File: src/rtl/pipe_reg_pkg.sv
// pipe_reg_pkg: defaults and legal parameter limits shared by pipe_reg and pipe_stage.
package pipe_reg_pkg;
  localparam int PIPE_REG_WIDTH_DEF = 16;
  localparam int PIPE_REG_DEPTH_DEF = 2;
  localparam int PIPE_REG_WIDTH_MIN = 1;
  localparam int PIPE_REG_WIDTH_MAX = 64;
  localparam int PIPE_REG_DEPTH_MIN = 1;
  localparam int PIPE_REG_DEPTH_MAX = 8;
endpackage

File: src/rtl/pipe_stage.sv
// pipe_stage: one {vld, data} slot of pipe_reg; loads in_* when move is high.
// With PIPE_REG_CLR_DATA_EN defined, rst and flush also zero the data register.
module pipe_stage
  import pipe_reg_pkg::*;
#(
  parameter int WIDTH = PIPE_REG_WIDTH_DEF
) (
  input  logic             clk,
  input  logic             rst,
  input  logic             flush,
  input  logic             move,
  input  logic             in_vld,
  input  logic [WIDTH-1:0] in_data,
  output logic             vld,
  output logic [WIDTH-1:0] data
);
  logic             vld_q, vld_d;
  logic [WIDTH-1:0] data_q, data_d;
  always_comb begin
    vld_d  = flush ? 1'b0 : (move ? in_vld : vld_q);
`ifdef PIPE_REG_CLR_DATA_EN
    data_d = flush ? '0 : ((move && in_vld) ? in_data : data_q);
`else
    data_d = (move && in_vld) ? in_data : data_q;
`endif
  end
  always_ff @(posedge clk) begin
    if (rst) vld_q <= 1'b0;
    else     vld_q <= vld_d;
  end
`ifdef PIPE_REG_CLR_DATA_EN
  always_ff @(posedge clk) begin
    if (rst) data_q <= '0;
    else     data_q <= data_d;
  end
`else
  always_ff @(posedge clk) begin
    data_q <= data_d;
  end
`endif
  assign vld  = vld_q;
  assign data = data_q;
endmodule

File: src/rtl/pipe_reg.sv
// pipe_reg: DEPTH-stage valid/ready register pipeline that compresses bubbles when stalled.
// Optional PIPE_REG_CLR_DATA_EN zeroes data registers on rst/flush.
module pipe_reg
  import pipe_reg_pkg::*;
#(
  parameter int WIDTH = PIPE_REG_WIDTH_DEF,
  parameter int DEPTH = PIPE_REG_DEPTH_DEF
) (
  input  logic                       clk,
  input  logic                       rst,
  input  logic                       flush,
  input  logic                       in_vld,
  output logic                       in_rdy,
  input  logic [WIDTH-1:0]           d,
  output logic                       out_vld,
  input  logic                       out_rdy,
  output logic [WIDTH-1:0]           q,
  output logic [$clog2(DEPTH+1)-1:0] occ
);
  localparam int OW = $clog2(DEPTH+1);
  if (WIDTH < PIPE_REG_WIDTH_MIN || WIDTH > PIPE_REG_WIDTH_MAX ||
      DEPTH < PIPE_REG_DEPTH_MIN || DEPTH > PIPE_REG_DEPTH_MAX) begin : g_bad_param
    $error("pipe_reg: WIDTH or DEPTH out of range");
  end
  logic [DEPTH-1:0]            vld, move;
  logic [DEPTH-1:0][WIDTH-1:0] data;
  logic                        acc;
  // a stage moves if it is empty or everything downstream of it moves
  always_comb begin
    move[DEPTH-1] = !vld[DEPTH-1] || out_rdy;
    for (int k = DEPTH-2; k >= 0; k--) move[k] = !vld[k] || move[k+1];
    in_rdy = move[0] && !flush && !rst;
    occ = '0;
    for (int k = 0; k < DEPTH; k++) occ = occ + OW'(vld[k]);
  end
  assign acc = in_vld && in_rdy;
  for (genvar i = 0; i < DEPTH; i++) begin : g_stage
    logic             src_vld;
    logic [WIDTH-1:0] src_data;
    if (i == 0) begin : g_head
      assign src_vld  = acc;
      assign src_data = d;
    end else begin : g_body
      assign src_vld  = vld[i-1];
      assign src_data = data[i-1];
    end
    pipe_stage #(.WIDTH(WIDTH)) u_stage (
      .clk    (clk),
      .rst    (rst),
      .flush  (flush),
      .move   (move[i]),
      .in_vld (src_vld),
      .in_data(src_data),
      .vld    (vld[i]),
      .data   (data[i])
    );
  end
  assign out_vld = vld[DEPTH-1];
  assign q       = data[DEPTH-1];
endmodule

File: config.mk
export PLATFORM = sky130hd
export DESIGN_NAME = pipe_reg
export DESIGN_NICKNAME = d
export VERILOG_FILES = /design/src/rtl/pipe_reg_pkg.sv /design/src/rtl/pipe_stage.sv /design/src/rtl/pipe_reg.sv
export SDC_FILE = /design/constraint.sdc
export NUM_CORES = 1
export LEC_CHECK = 0
export CORE_UTILIZATION = 52
export DETAILED_ROUTE_END_ITERATION = 16
export DONT_BUFFER_PORTS = 1
export HOLD_SLACK_MARGIN = 0.12
export PLACE_DENSITY_LB_ADDON = 0.3
export SLEW_MARGIN = 20
export SYNTH_ARGS = -nofsm -noshare
export SYNTH_HDL_FRONTEND = slang
export SYNTH_SLANG_ARGS = --single-unit
File: constraint.sdc
create_clock -name clk -period 1.8 [get_ports clk]
set_clock_uncertainty 0.15 [all_clocks]
set_input_delay 0.18 -clock clk [delete_from_list [all_inputs] [get_ports clk]]
set_output_delay 0.18 -clock clk [all_outputs]
set_load 0.02 [all_outputs]
==> impl_metrics.json <==
{
  "final_util_pct": 71.9,
  "status": "complete, no violations",
  "hold_viol": 0,
  "wirelength_um": 1510,
  "dr_wl_met3_um": 101,
  "fin_crit_ps": 1660,
  "nets": 97,
  "postRouteAntennaNets": 0,
  "muxShareOfSynthArea_pct": 0,
  "antenna_found_initial": 0,
  "crit_type": "register to register",
  "place_congestion": 0.614,
  "cts-resized-gates": 0,
  "wl_met1_um": 486,
  "io_pins": 41,
  "async_flop_share_pct": 0,
  "worstMarginPinSlew_ps": 304,
  "finalSetupViolCount": 0,
  "synth_common_cells": "32 x edfxtp_1, 2 x and3b_1, 2 x dfxtp_1, 2 x o21a_1",
  "yosys_warnings": 0,
  "clkLatencyLatePin_ps": 330,
  "netlist_instances": 43,
  "cts_tree": "done",
  "crit_path_start_kind": "register",
  "wl_met2_um": 912,
  "clock.fmax_ghz": 0.603,
  "synth_most_common_cell": "edfxtp_1",
  "drive_above_1_share_pct": 15.8,
  "slew_viol_final": 0,
  "io_buffers": 0,
  "fill_cells": 137,
  "synthTopCellsByArea": "edfxtp_1 90%, dfxtp_1 3.7%, and3b_1 1.6%",
  "critPathArrivalTime_ps": 1740,
  "ctsHoldBuffers": 21,
  "drt-vias-per-instance": 4.91,
  "synth_fa_ha_area_share_pct": 1.17,
  "yosysTopAreaCell": "edfxtp_1",
  "power_leakage_nw": 0.494,
  "drcViolationCount": 0,
  "routed.top_layer": "met4",
  "synth_compound_area_share_pct": 1.40,
  "hold_path_class": "input pin to register",
  "path_max_fanout": 4,
  "multiInputGateArea_sq_um": 71.3,
  "synth_fp_nets": 65,
  "die_y_um": 47.4,
  "synth.distinct_cells": 9,
  "core_area_sq_um": 1940,
  "p_total_mw": 1.35,
  "ir_drop_v": 0.000674,
  "cts_root_buffer": "clkbuf_4",
  "period_share_pct": 92.2,
  "diodes": 0,
  "die_w_um": 47.4,
  "ys.flop_type": "edfxtp_1",
  "rsz0062_at_grt": "no",
  "hold_path_depth": 2,
  "routedWlPerCell_um": 14.7,
  "synth-edff-count": 32,
  "rows": 16,
  "cts_buffer_depth": 2,
  "die_area_sq_um": 2240,
  "r2r.worst_path.cells": 3,
  "clk_pin_slew_ps": 100,
  "synth_top_area_share_pct": 89.8,
  "grt_pass1_wl_um": 2060,
  "cts_buffers": 5,
  "tns_ps": 0,
  "cts.sinks": 34,
  "grt_overflow": 0,
  "crit_required_ps": 1880,
  "synth_top_family_by_area": "simple AND/OR/NAND/NOR gates",
  "timing.max_cap.violations": 0,
  "synth-xor-area-share_pct": 0,
  "worstSetupEndpointType": "register",
  "vias": 506,
  "yosysSeqAreaShare_pct": 93.6,
  "avgSynthCellArea_sq_um": 24.9,
  "grt_usage_pct": 15.2,
  "first_global_vias": 486,
  "yosys.area_share.simple_pct": 3.86,
  "synth_seq_cells": 34,
  "relSlewSlack_pct": 79.7,
  "htree_levels": 2,
  "final-seq-area_sq_um": 1000,
  "dp_hpwl_um": 945,
  "synth_area_sq_um": 1070,
  "dr.pass1.iters": 2,
  "whs_ps": 145,
  "power_density_nw_per_um2": 968,
  "start_util_pct": 55.1,
  "grt_max_degree": 17,
  "drt_iter0_drc": 1,
  "areaGrowthSynthToFinish_pct": 30.5,
  "postCtsSetupBuffers": 0
}
area by class of cell:
class	count	area share, %
repair buffers	25	17.2
multi-input cells	9	5.11
clock inverters	2	0.627
flip-flops and latches	34	71.7
clock buffers	6	2.96
well taps	27	2.42
through the flow:
step | setup slack, ps | instances | cell area, sq um
after global routing | 65.8 | 103 | 1400
after global placement | 326 | 74 | 1140
after CTS | 151 | 103 | 1400
final | 140 | 103 | 1400
after detailed placement | 251 | 74 | 1140
after floorplan | 143 | 43 | 1070
critical path, stage by stage, from the launching register on:
cell and delay [ps]:
dfxtp_1 420, and3b_1 260, o21a_1 170, dlygate4sd3_1 550
logic make-up (layout without fill, tap and decap cells):
| kind of cell | after synthesis | in the layout |
|---|---|---|
| flip-flops | 34 | 34 |
| AO/OA/AOI/OAI | 2 | 2 |
| adder cells (fa/ha/maj) | 1 | 1 |
| buffers and inverters | 0 | 33 |
| AND/OR/NAND/NOR | 6 | 6 |
flip-flops by register name, summed over array words and instances (netlist names):
signal and flops:
g_stage.u_stage.data 32, g_stage.u_stage.vld 2
where the power goes:
part | leakage, nW | switching [mW] | internal [mW]
registers | 0.310 | 0.0208 | 0.896
logic | 0.154 | 0.0229 | 0.0387
clock network | 0.0297 | 0.226 | 0.146
per-layer routing:
metal,up-vias,track usage [%]
met5,-,0
met4,0,6.86
met3,2,7.31
met2,27,27.9
met1,244,13.7
li1,233,-
layout by cell type, fill, tap and decap left out:
cell	count
dlygate4sd3_1	21
ha_1	1
o21a_1	2
dfxtp_1	2
edfxtp_1	32
and2b_2	1
clkinv_1	1
clkinv_2	1
buf_4	4
clkbuf_4	5
clkbuf_1	1
nor2b_2	1
nor3_1	1
and3b_1	2
nor2_1	1
path summary, 6_finish.rpt:
path,start,to,slack (ps)
setup / recovery,g_stage[1].u_stage.vld$_SDFFE_PP0P_,g_stage[0].u_stage.vld$_SDFFE_PP0P_,140
hold / removal,in_vld,g_stage[0].u_stage.data[10]$_DFFE_PP_,150
setup reg to reg,g_stage[1].u_stage.vld$_SDFFE_PP0P_,g_stage[0].u_stage.vld$_SDFFE_PP0P_,140
hold reg to reg,g_stage[0].u_stage.data[7]$_DFFE_PP_,g_stage[1].u_stage.data[7]$_DFFE_PP_,270
Note: power is estimated with default switching activity, not from simulation.
